<file path="src/rtl/stream_fifo_arbiter.sv">
// Round-robin burst arbiter sharing one StreamingFIFO between NUM_IN AXI-Stream producers (STREAM_FIFO_ARBITER_STATS_EN adds counters).
// Latency: one arbitration cycle per grant, then a zero-cycle combinational data path.
// Backpressure: out_TREADY passes straight to the granted producer; a grant starts only when the FIFO has room for a full burst.
module stream_fifo_arbiter #(
    parameter int NUM_IN       = 4,
    parameter int WIDTH        = 24,
    parameter int BURST        = 8,
    parameter int FIFO_DEPTH   = 16384,
    parameter int COUNT_W      = 15,
    parameter int IDLE_TIMEOUT = 16,
    localparam int GW          = (NUM_IN > 1) ? $clog2(NUM_IN) : 1
) (
    input  logic                    ap_clk,
    input  logic                    reset,
    input  logic [NUM_IN*WIDTH-1:0] in_TDATA,
    input  logic [NUM_IN-1:0]       in_TVALID,
    output logic [NUM_IN-1:0]       in_TREADY,
    output logic [WIDTH-1:0]        out_TDATA,
    output logic                    out_TVALID,
    input  logic                    out_TREADY,
    input  logic [COUNT_W-1:0]      fifo_count,
    output logic [GW-1:0]           grant_idx,
`ifdef STREAM_FIFO_ARBITER_STATS_EN
    output logic                    busy,
    output logic [NUM_IN*16-1:0]    grant_cnt,
    output logic [15:0]             timeout_cnt
`else
    output logic                    busy
`endif
);

    localparam int BW = $clog2(BURST + 1);
    localparam int IW = 8;
    localparam logic [COUNT_W:0] SPACE_LIM = (COUNT_W + 1)'(FIFO_DEPTH - BURST);
    localparam logic [0:0] S_IDLE  = 1'b0;
    localparam logic [0:0] S_GRANT = 1'b1;

    logic [0:0]       r_state;
    logic [GW-1:0]    r_last;
    logic [GW-1:0]    r_grant;
    logic [BW-1:0]    r_beat;
    logic [IW-1:0]    r_idle;

    logic             w_req_found;
    logic [GW-1:0]    w_req_idx;
    logic [GW-1:0]    w_scan;
    logic             w_space;
    logic             w_start;
    logic             w_gvld;
    logic [WIDTH-1:0] w_gdat;
    logic             w_acc;
    logic             w_last_beat;
    logic [IW-1:0]    w_idle_nxt;
    logic             w_timeout;

    // Scan starts one past the last grant so every requester waits at most NUM_IN-1 grants.
    always_comb begin
        w_req_found = 1'b0;
        w_req_idx   = '0;
        w_scan      = '0;
        for (int k = 1; k <= NUM_IN; k++) begin
            w_scan = GW'((int'(r_last) + k) % NUM_IN);
            if (!w_req_found && in_TVALID[w_scan]) begin
                w_req_found = 1'b1;
                w_req_idx   = w_scan;
            end
        end
    end

    always_comb begin
        w_gvld    = 1'b0;
        w_gdat    = '0;
        in_TREADY = '0;
        for (int i = 0; i < NUM_IN; i++) begin
            if (GW'(i) == r_grant) begin
                w_gvld       = in_TVALID[i];
                w_gdat       = in_TDATA[i*WIDTH +: WIDTH];
                in_TREADY[i] = (r_state == S_GRANT) && out_TREADY;
            end
        end
    end

    assign w_space     = ({1'b0, fifo_count} <= SPACE_LIM);
    assign w_start     = (r_state == S_IDLE) && w_req_found && w_space;
    assign w_acc       = (r_state == S_GRANT) && w_gvld && out_TREADY;
    assign w_last_beat = w_acc && (r_beat == BW'(BURST - 1));
    assign w_idle_nxt  = r_idle + 1'b1;
    // A stalled-but-valid producer is not idle; only a missing TVALID counts.
    assign w_timeout   = (r_state == S_GRANT) && !w_gvld && (w_idle_nxt == IW'(IDLE_TIMEOUT));

    assign out_TDATA  = w_gdat;
    assign out_TVALID = (r_state == S_GRANT) && w_gvld;
    assign busy       = (r_state == S_GRANT);
    assign grant_idx  = r_grant;

    always_ff @(posedge ap_clk) begin
        if (reset) begin
            r_state <= S_IDLE;
            r_last  <= GW'(NUM_IN - 1);
            r_grant <= '0;
            r_beat  <= '0;
            r_idle  <= '0;
        end else if (w_start) begin
            r_state <= S_GRANT;
            r_grant <= w_req_idx;
            r_last  <= w_req_idx;
            r_beat  <= '0;
            r_idle  <= '0;
        end else if (r_state == S_GRANT) begin
            if (w_last_beat || w_timeout) begin
                r_state <= S_IDLE;
            end
            if (w_acc) begin
                r_beat <= r_beat + 1'b1;
            end
            r_idle <= w_gvld ? '0 : w_idle_nxt;
        end
    end

`ifdef STREAM_FIFO_ARBITER_STATS_EN
    logic [NUM_IN*16-1:0] r_grant_cnt;
    logic [15:0]          r_timeout_cnt;

    always_ff @(posedge ap_clk) begin
        if (reset) begin
            r_grant_cnt   <= '0;
            r_timeout_cnt <= '0;
        end else begin
            for (int i = 0; i < NUM_IN; i++) begin
                if (w_start && (w_req_idx == GW'(i)) && (r_grant_cnt[i*16 +: 16] != 16'hFFFF)) begin
                    r_grant_cnt[i*16 +: 16] <= r_grant_cnt[i*16 +: 16] + 16'd1;
                end
            end
            if (w_timeout && (r_timeout_cnt != 16'hFFFF)) begin
                r_timeout_cnt <= r_timeout_cnt + 16'd1;
            end
        end
    end

    assign grant_cnt   = r_grant_cnt;
    assign timeout_cnt = r_timeout_cnt;
`endif

endmodule

</file>
<file path="config.mk">
export PLATFORM = sky130hd
export DESIGN_NAME = stream_fifo_arbiter
export DESIGN_NICKNAME = d
export VERILOG_FILES = /design/src/rtl/stream_fifo_arbiter.sv
export SDC_FILE = /design/constraint.sdc
export NUM_CORES = 1
export LEC_CHECK = 0
export ABC_AREA = 1
export CORE_ASPECT_RATIO = 1.5
export CORE_MARGIN = 2
export CORE_UTILIZATION = 30
export CTS_CLUSTER_SIZE = 28
export DETAILED_ROUTE_END_ITERATION = 8
export PLACE_DENSITY = 0.78
export SETUP_SLACK_MARGIN = 0.4
export SYNTH_ARGS = -nofsm -noshare
export SYNTH_HDL_FRONTEND = slang
export SYNTH_SLANG_ARGS = --single-unit
</file>
<file path="constraint.sdc">
create_clock -name ap_clk -period 1.3 [get_ports ap_clk]
set_input_delay 0.195 -clock ap_clk [delete_from_list [all_inputs] [get_ports ap_clk]]
set_output_delay 0.195 -clock ap_clk [all_outputs]
set_load 0.02 [all_outputs]
</file>
==> metrics.md <==
| Metric | Value |
|---|---|
| Required time of the critical path | 1110 ps |
| Max_cap viols | 0 |
| First element of the critical path | grant_idx[1] |
| Final net count | 647 |
| Total routing usage reported by global routing | 25.7% |
| Slowest Stage Delay on Critical Path | approximately 380 ps |
| Top library cells by usage in the layout, fill and taps aside | sky130_fd_sc_hd__clkdlybuf4s50_1 (112), sky130_fd_sc_hd__nand2_1 (109), sky130_fd_sc_hd__buf_4 (44) |
| Capturing instance or port of the critical path | out_TDATA[2] |
| Post-DP HPWL | about 6700 um |
| Kind of end point of the critical path | primary output |
| Transition at the pin with the smallest max-transition slack | 238 ps |
| First-pass detailed-route iteration total | 4 |
| Worst Clk Skew | 1.57 ps |
| Weighted congestion reported at the end of routability-driven placement | 0.873 |
| Number of CTS-inserted buffers | 3 |
| Clock latency at the later pin of the worst-skew pair | 260 ps |
| Timing-limited maximum frequency | around 620 MHz |
| Number of nets with antenna violations after routing | 0 |
| Count of pins on the block boundary | 150 |
| Portion of synthesized cell area occupied by the leading cell type | 25.4% |
| Maximum fanout count along the critical path | 14 |
| Critical path start-end classification | flop to primary output |
| Most used flip-flop cell after synthesis | sky130_fd_sc_hd__dfxtp_1 |
| Final count of hold timing violations | 0 |
| Worst Setup Start Kind | flop |
| Switching Fraction | 44.4% |
| WP data arrival | 1410 ps |
| Core region area | 6040 um2 |
| Total Wirelength | 9230 um |
| Origin of the critical flop-to-flop path | grant_idx[0] |
| Drt via density | 5.12 |
| Worst R2R Setup Slack | -280 ps |
| Max-slew headroom | 84.0% |
| Area of combinational cells with multiple inputs | between 1500 and 2000 um2 |
| Shortest clock period the worst path allows after layout | 1610 ps |
| Syn nets | 453 |
| P per Cell Area | 1030 nW/um2 |
| Std cell rows | 35 |
| Clock network fraction of design power | 8.9% |
| Static Leak | ~1.8 nW |
| Cell type with the largest total area after synthesis | sky130_fd_sc_hd__nand2_1 |
| HP Class | flop to flop |
| Most common cell after layout, fill and taps aside | sky130_fd_sc_hd__clkdlybuf4s50_1 |
| Die height | 100 um |
| Net switching power | slightly above 0.002 W |
| Worst hold slack | 504 ps |
| Average wire per standard cell | 15.4 um |
| YS warnings | 0 |
| Int Power | 0.00255 W |
| Gate count after technology mapping | about 330 |
| Via count of the routed design | roughly 3.1k |
| Max-slew violation count | 0 |
| Period Utilization, post-route | 124% |
| Initial Utilization | between 30% and 40% |
| Fraction of final layout cells with drive strength greater than 1 | between 30% and 40% |
| GRT Residual Overflow | 0 |
| Combined flip-flop and latch cell area | 360 um2 |
| Mux cell area share after synthesis | 0% |
| Post-synth design cell area | 1850 um2 |
| Clock Tree Buf Depth | 2 |
| Post-layout worst setup margin | -308 ps |
| Basic-gate share of the synthesized area counting and, or, nand and nor cells | approximately 54% |
| Largest net degree at the start of global routing | 24 |
| Share of synthesized area occupied by flip-flops and latches | roughly 18% |
| Yosys reg bits | 17 |
| Xor/xnor cell area share of the yosys netlist | 0.948% |
| Dominant combinational cell family by area after synthesis | simple AND/OR/NAND/NOR gates |
| Slowest-stage cell, CP | sky130_fd_sc_hd__dfxtp_4 |
| Antenna diodes | 0 |
| Fill cells | 453 |
| Unrepaired setup endpoints after global routing | true |
| Worst Setup Slack post-DPL | -677 ps |
| Clk sink count | 17 |
| Post-synthesis compound-gate area fraction | 15.4% |
| Sequential cell fraction of total power | ~14% |
| Number of design rule violations left after detail routing | 0 |
| Mean area per synthesized cell | about 5.6 um2 |
| Max IR drop VDD | approximately 0.00094 V |
| Width of the die | 68.1 um |
| Die area | 6820 um2 |
| Clock tree from TritonCTS | built |
| Final Setup Violations | 47 |
| Drt initial violations | roughly 140 |
| Synthesized-area fraction occupied by adder cells | between 2 and 2.5% |
| Status | complete, but fails checks |
| Worst-path clk slew | about 70 ps |
| Vias in the first global route | 3,043 |
| Number of antenna violations at the first check in global routing | 0 |
| Series of cell instances along the critical path | inv_4 > nor2_4 > buf_12 > a221oi_2 > a21oi_2 > buf_2 |
| Dominant cells by area after synthesis | sky130_fd_sc_hd__nand2_1 (25%), sky130_fd_sc_hd__dfxtp_1 (18%), sky130_fd_sc_hd__nand3_1 (8.7%) |
| First-pass GRT wire length | 13,800 um |
| Portion of total power attributed to combinational logic | between 70% and 80% |
| FFs w/ async S/R, synth | 0% |
| Maximum level of the CTS H-tree | 1 |
| Failing checks | negative setup slack |
| R2R Path End | r_idle[2] |
| IO buf count | 149 |
| Count of cell types in the netlist | 33 |
| Area Overhead vs Synth | 140% |
| Length in cells of the worst reg-to-reg path | 9 |
| Library cell used as clock root buffer | sky130_fd_sc_hd__clkbuf_8 |
| EDFF count, synth | 0 |
## cell usage after synthesis, types with 2 or more instances
library cell and instances:
sky130_fd_sc_hd__dfxtp_1 17, sky130_fd_sc_hd__a21oi_2 3, sky130_fd_sc_hd__o21ai_0 4, sky130_fd_sc_hd__buf_6 2
sky130_fd_sc_hd__ha_1 3, sky130_fd_sc_hd__nor3_1 4, sky130_fd_sc_hd__inv_1 21, sky130_fd_sc_hd__inv_2 5
sky130_fd_sc_hd__nor2_4 2, sky130_fd_sc_hd__nand3b_1 2, sky130_fd_sc_hd__nand3_2 2, sky130_fd_sc_hd__nand3_1 32
sky130_fd_sc_hd__clkbuf_1 10, sky130_fd_sc_hd__nand4_1 14, sky130_fd_sc_hd__nand2_4 2, sky130_fd_sc_hd__nand2_2 4
sky130_fd_sc_hd__a221oi_1 11, sky130_fd_sc_hd__a22oi_1 3, sky130_fd_sc_hd__nand2_1 125, sky130_fd_sc_hd__nor2_1 34
sky130_fd_sc_hd__a21oi_1 20
## how the worst min path moves through the flow
stage               from   endpoint  cells after the start  slack [ps]
4_1_cts        r_last[1]  r_last[1]                      2         510
6_report       r_last[1]  r_last[1]                      2         500
3_3_place_gp   r_beat[1]  r_beat[1]                      2         480
3_5_place_dp   r_beat[1]  r_beat[1]                      2         490
5_1_grt        r_last[1]  r_last[1]                      2         540
2_1_floorplan      reset       busy                      1         260
## metal layers
metal	share of wire (%)	wire (um)	GRT usage (%)	vias to the layer above
met3	12	1130	9.64	21
li1	-	-	-	1492
met4	2.5	232	9.54	0
met1	36	3330	27.7	1419
met2	49	4540	44.2	134
met5	0	0	0	-
## critical path, delay by kind of cell (launching register included)
kind            cells  cell delay, ps
compound gates      2             340
buf+inv             3             390
flops               1             380
simple gates        1              40
## power by group through the flow
| stage | Clock [W] | Combinational [W] | Sequential, W |
|---|---|---|---|
| after detailed placement | 0 | 0.00300 | 0.000645 |
| final | 0.000409 | 0.00353 | 0.000647 |
| after CTS | 0.000415 | 0.00328 | 0.000642 |
| after floorplan | 0 | 0.00155 | 0.000663 |
| after global placement | 0 | 0.00299 | 0.000642 |
| after global routing | 0.000427 | 0.00376 | 0.000652 |
## sequential cells by signal, summed over array words and instances, names as in the netlist
signal	flops
grant_idx	2
r_idle	8
busy	1
r_beat	4
r_last	2
## cells by family after synthesis
| family | count (synthesis) |
|---|---|
| AO/OA/AOI/OAI | 44 |
| XOR/XNOR | 2 |
| adder cells (fa/ha/maj) | 3 |
| buffers and inverters | 40 |
| flip-flops | 17 |
| AND/OR/NAND/NOR | 226 |
## final cells by class
cell class,count,area share (%)
Clock buffer,4,1.01
Inverter,27,2.65
Multi-Input combinational cell,275,41.3
Sequential cell,17,8.11
Tap cell,74,2.09
Timing Repair Buffer,201,44.7
Timing Repair inverter,1,0.141
## per-stage QoR
step / cell area (um2) / std cells / power [W] / util [%] / setup TNS (ps)
4_1_cts: 4260 / 597 / 0.00433 / 70.5 / -10850
3_3_place_gp: 3940 / 582 / 0.00363 / 65.2 / -22060
3_5_place_dp: 3940 / 582 / 0.00365 / 65.2 / -22950
6_report: 4440 / 599 / 0.00459 / 73.5 / -11060
2_1_floorplan: 2150 / 332 / 0.00221 / - / -581
5_1_grt: 4440 / 599 / 0.00484 / 73.5 / -14010
## timing repair
| item | in CTS | in global routing |
|---|---|---|
| buffers inserted | 10 | 2 |
| pin swaps | 27 | 15 |
| cloned | 1 | 0 |
| setup endpoints to repair | 49 | 49 |
| hold buffers | 0 | 0 |
| gates resized for setup | 235 | 39 |
| endpoints found under the hold margin | 0 | 0 |
Power figures use the tool's default switching activity.
==> RTL change 1, RTL diff (same settings) <==
`FIFO_DEPTH`: 16384 -> 12288.
--- a/src/rtl/stream_fifo_arbiter.sv
+++ b/src/rtl/stream_fifo_arbiter.sv
@@ -5,7 +5,7 @@
     parameter int NUM_IN       = 4,
     parameter int WIDTH        = 24,
     parameter int BURST        = 8,
-    parameter int FIFO_DEPTH   = 16384,
+    parameter int FIFO_DEPTH   = 12288,
     parameter int COUNT_W      = 15,
     parameter int IDLE_TIMEOUT = 16,
     localparam int GW          = (NUM_IN > 1) ? $clog2(NUM_IN) : 1
Check against the original RTL: not equivalent (a bounded check fails within 4 cycles, from zero or initial values and one cycle with reset high).
==> RTL change 1 against the original RTL <==
  * The run still ends with negative setup slack left
  * Design area up 13%
  * Sequential cell count unchanged
  * Area after synthesis up 4.7%
  * Utilization up 7.5 points
  * Count of clock-buffer cells in the layout unchanged
  * Critical path depth unchanged
  * Power down 1.4%
  * Synthesized cell count up 3.6%
  * Combinational power down 1%
  * Clock skew up 0.0038 ns
  * Wire length up 22%
  * Worst setup slack worse by 0.086 ns
  * Sequential share of layout area down 0.99 points
  * Cell count up 4.2%
  * Highest routed layer unchanged
==> RTL change 1: results (changes against the original RTL) <==
\begin{tabular}{lr}
\hline
Metric & Value \\
\hline
\multicolumn{2}{l}{\textbf{Cells and area}} \\
\quad Fill cell instance count of the final layout & 361 (-20\%) \\
\multicolumn{2}{l}{\textbf{Status}} \\
\quad Violations in the final reports & negative setup slack \\
\quad Outcome & complete, but fails checks \\
\multicolumn{2}{l}{\textbf{STA}} \\
\quad Total setup violations reported at the end of the flow & 47 (unchanged) \\
\quad Setup ws final & -0.394 ns (-0.0860 ns) \\
\quad Clock Skews & 0.00538 ns (+0.00381 ns) \\
\multicolumn{2}{l}{\textbf{Route}} \\
\quad Total length of routed met3 wires & 737 µm (-35\%) \\
\quad Amount of wire on met2 after detailed routing & 5.96 mm (+31\%) \\
\multicolumn{2}{l}{\textbf{Place}} \\
\quad GPL Wtd Cong & 0.904 (+3.5\%) \\
\quad Post-Place Worst Slack & -0.705 ns (-0.0280 ns) \\
\multicolumn{2}{l}{\textbf{Critical path}} \\
\quad Max Fanout on Critical Path & 6 (-8) \\
\quad Setup slack, reg-to-reg & -0.33 ns (-0.05 ns) \\
\quad Endpoint arrival time on the critical path & 1.50 ns (+0.09 ns) \\
\multicolumn{2}{l}{\textbf{Pwr}} \\
\quad Maximum resistive drop on vdd & 653 µV (-31\%) \\
\quad Internal Pwr Total & 2.54 mW (-0.36\%) \\
\quad Static power due to leakage & 2.09 nW (+14\%) \\
\multicolumn{2}{l}{\textbf{Yosys}} \\
\quad Sequential area share after synthesis & 17.6\% (-0.82 points) \\
\quad Cell types with the highest counts after synthesis & 130 x sky130\_fd\_sc\_hd\_\_nand2\_1, 31 x sky130\_fd\_sc\_hd\_\_nand3\_1, 29 x sky130\_fd\_sc\_hd\_\_nor2\_1 \\
\quad Post-Syn Nets & 465 (+2.6\%) \\
\multicolumn{2}{l}{\textbf{Worst hold path}} \\
\quad Source of the worst hold timing path & r\_beat[1] \\
\multicolumn{2}{l}{\textbf{Global route}} \\
\quad Met2 Track Usage GR & 51.0\% (+6.8 points) \\
\quad GRT met3 Usage & 2.86\% (-6.8 points) \\
\quad Gr usage total & 25.5\% (-0.12 points) \\
\multicolumn{2}{l}{\textbf{CTS}} \\
\quad Count of buffers added by post-CTS timing repair for setup & 17 (+7) \\
\quad PostCTS Resize Cnt & 232 (-1.3\%) \\
\hline
\end{tabular}
[RTL change 1: critical path, cell delays in order, from the launching register on]
cell	delay, ns
sky130_fd_sc_hd__dfxtp_4	0.43
sky130_fd_sc_hd__nor2_4	0.06
sky130_fd_sc_hd__buf_6	0.13
sky130_fd_sc_hd__buf_6	0.12
sky130_fd_sc_hd__a221oi_4	0.24
sky130_fd_sc_hd__a21oi_2	0.10
sky130_fd_sc_hd__buf_4	0.17
[RTL change 1: metrics by stage]
stage	util [%]	setup TNS [ns]	cells	hold WS, ns
after floorplan	-	-0.999	344	0.257
after global placement	65.2	-20.56	594	0.482
after detailed placement	65.2	-21.67	594	0.484
after CTS	72.3	-10.75	616	0.493
after global routing	81.0	-15.80	624	0.530
final	81.0	-13.40	624	0.504
[RTL change 1: final cells by class]
class	instances	area (µm²)	area share [%]
clock buffer	4	45.0	0.900
sequential	17	357	7.13
multi-input combinational	283	2130	42.6
inverter	28	126	2.53
timing repair buffer	218	2250	45.0
tap	74	92.6	1.85
==> RTL change 2, RTL diff (config.mk and constraints unchanged) <==
Without the edit above. Compare `r_beat` against `BW'(BURST - 1)` with >= in place of ==.
--- a/src/rtl/stream_fifo_arbiter.sv
+++ b/src/rtl/stream_fifo_arbiter.sv
@@ -83,7 +83,7 @@
     assign w_space     = ({1'b0, fifo_count} <= SPACE_LIM);
     assign w_start     = (r_state == S_IDLE) && w_req_found && w_space;
     assign w_acc       = (r_state == S_GRANT) && w_gvld && out_TREADY;
-    assign w_last_beat = w_acc && (r_beat == BW'(BURST - 1));
+    assign w_last_beat = w_acc && (r_beat >= BW'(BURST - 1));
     assign w_idle_nxt  = r_idle + 1'b1;
     // A stalled-but-valid producer is not idle; only a missing TVALID counts.
     assign w_timeout   = (r_state == S_GRANT) && !w_gvld && (w_idle_nxt == IW'(IDLE_TIMEOUT));
Function: same outputs for any inputs over 4 cycles, from zero or initial values and one cycle with reset high; that may be too few to reach the edited logic, so the function may still have changed.
==> RTL change 2 against the original RTL <==
  * Non-clock buffer count grew 16
  * Via count up 6.0%
  * The run still ends with negative setup slack left
  * Hold slack got worse by 0.0032 ns
  * Wire length up 14%
  * Critical endpoint is now out_TDATA[8]
  * Area after synthesis decreased by 0.54%
  * Design area increased by 7.8%
  * Power is 7.9% higher
  * Critical path type unchanged
  * Sequential cell count stayed put
  * Count of clock-buffer cells in the layout unchanged
  * Worst setup slack got worse by 0.12 ns
  * Die area fell by 0.52%
  * Synthesized cell count decreased by 0.60%
==> RTL change 2: results (changes against the original RTL) <==
\begin{tabular}{lr}
\hline
Metric & Value \\
\hline
\multicolumn{2}{l}{\textbf{Cells and area}} \\
\quad Storage cell area & 362 µm² (+0.35\%) \\
\quad Fill cell instance count of the final layout & 352 (-22\%) \\
\quad Share of final-layout standard cells stronger than drive strength 1 & 43.2\% (+6.1 points) \\
\quad Final clock-cell share & 0.941\% (-0.073 points) \\
\quad Number of buffers outside the clock class in the layout & 217 (+8.0\%) \\
\multicolumn{2}{l}{\textbf{Yosys}} \\
\quad Cell types with the highest counts after synthesis & 122 x sky130\_fd\_sc\_hd\_\_nand2\_1, 35 x sky130\_fd\_sc\_hd\_\_nor2\_1, 31 x sky130\_fd\_sc\_hd\_\_nand3\_1 \\
\quad Average instance area after synthesis & 5.57 µm² (about the same) \\
\quad Post-Syn Nets & 451 (-0.44\%) \\
\multicolumn{2}{l}{\textbf{STA}} \\
\quad Setup ws final & -0.429 ns (-0.121 ns) \\
\quad Final worst hold slack & 0.501 ns (-0.00323 ns) \\
\quad Sum of negative setup slack & -13.04 ns (-1.98 ns) \\
\quad Clock Skews & 0.000696 ns (-0.000874 ns) \\
\quad Total setup violations reported at the end of the flow & 46 (-2.1\%) \\
\multicolumn{2}{l}{\textbf{Place}} \\
\quad Detail Placement HPWL & 7.01 mm (+5.3\%) \\
\quad GPL Wtd Cong & 0.815 (-6.7\%) \\
\quad Post-Place Worst Slack & -0.606 ns (+0.0706 ns) \\
\quad Placed cell count & 586 (+0.69\%) \\
\multicolumn{2}{l}{\textbf{Critical path}} \\
\quad Number of cell instances on the worst register-to-register path & 13 (+4) \\
\quad Endpoint of the worst setup timing path & out\_TDATA[8] \\
\quad Endpoint arrival time on the critical path & 1.53 ns (+0.12 ns) \\
\quad Critical R2R Launch & grant\_idx[1] \\
\quad Slowest Stage Delay on Critical Path & 0.40 ns (+0.02 ns) \\
\quad Capture point of the worst reg-to-reg path & r\_beat[3] \\
\quad Setup slack, reg-to-reg & -0.34 ns (-0.06 ns) \\
\multicolumn{2}{l}{\textbf{Route}} \\
\quad Iteration-0 DRC count of the detailed router & 145 (+2.8\%) \\
\quad Final WL & 10.5 mm (+14\%) \\
\multicolumn{2}{l}{\textbf{Status}} \\
\quad Outcome & complete, but fails checks \\
\quad Violations in the final reports & negative setup slack \\
\multicolumn{2}{l}{\textbf{Pwr}} \\
\quad Static power due to leakage & 2.03 nW (+10\%) \\
\quad Maximum resistive drop on vdd & 699 µV (-26\%) \\
\multicolumn{2}{l}{\textbf{Worst hold path}} \\
\quad Source of the worst hold timing path & r\_beat[1] \\
\quad Min-Delay Endpoint & r\_beat[1] \\
\multicolumn{2}{l}{\textbf{Global route}} \\
\quad Vias in the first global route & 3253 (+6.9\%) \\
\quad Gr usage total & 27.3\% (+1.6 points) \\
\quad Wire length of the first global-routing pass & 14.5 mm (+4.7\%) \\
\multicolumn{2}{l}{\textbf{Floorplanning}} \\
\quad Die Outline Area & 6780 µm² (-0.52\%) \\
\hline
\end{tabular}
==> RTL change 2: cell count changes after synthesis, moves of 2 or more <==
cell and delta:
sky130_fd_sc_hd__nand2_1 -3, sky130_fd_sc_hd__inv_2 -2, sky130_fd_sc_hd__inv_1 +2, sky130_fd_sc_hd__nand2_2 +2, sky130_fd_sc_hd__nor2_2 +4, sky130_fd_sc_hd__a21oi_1 -2
==> RTL change 2: per-layer routing <==
metal	vias to the layer above	part of all wire, %	GRT usage, %
met4	0	4.0	10.9
li1	1525	-	-
met2	162	54	52.6
met1	1526	32	25.1
met5	-	0	0
met3	37	10	8.63
==> RTL change 2: what timing repair did <==
item	4_1_cts	5_1_grt
buffers inserted	10	9
gates cloned	2	0
resized for setup	238	64
hold buffers	0	0
pin swaps	51	39
setup endpoints to repair	49	49
==> RTL change 2: cells by family after synthesis <==
kind of cell	count (synthesis)	share of synthesized area (%)
adder cells (fa/ha/maj)	3	2.04
flip-flops	17	18.5
AND/OR/NAND/NOR	224	53.8
AO/OA/AOI/OAI	44	15.8
XOR/XNOR	2	0.953
buffers and inverters	40	8.92
==> RTL change 2: critical path, delay by kind of cell, from the launching register on <==
family                 cells  cell delay [ns]
buffers and inverters      4             0.50
flip-flops                 1             0.40
AO/OA/AOI/OAI              2             0.24
AND/OR/NAND/NOR            1             0.14
==> RTL change 2: report_power, final <==
part | leakage, nW | total [mW] | internal (mW) | switching (mW)
registers | 0.141 | 0.648 | 0.566 | 0.0811
clock network | 0.0228 | 0.400 | 0.218 | 0.182
logic | 1.86 | 3.90 | 1.95 | 1.96
total | 2.03 | 4.95 | 2.73 | 2.22
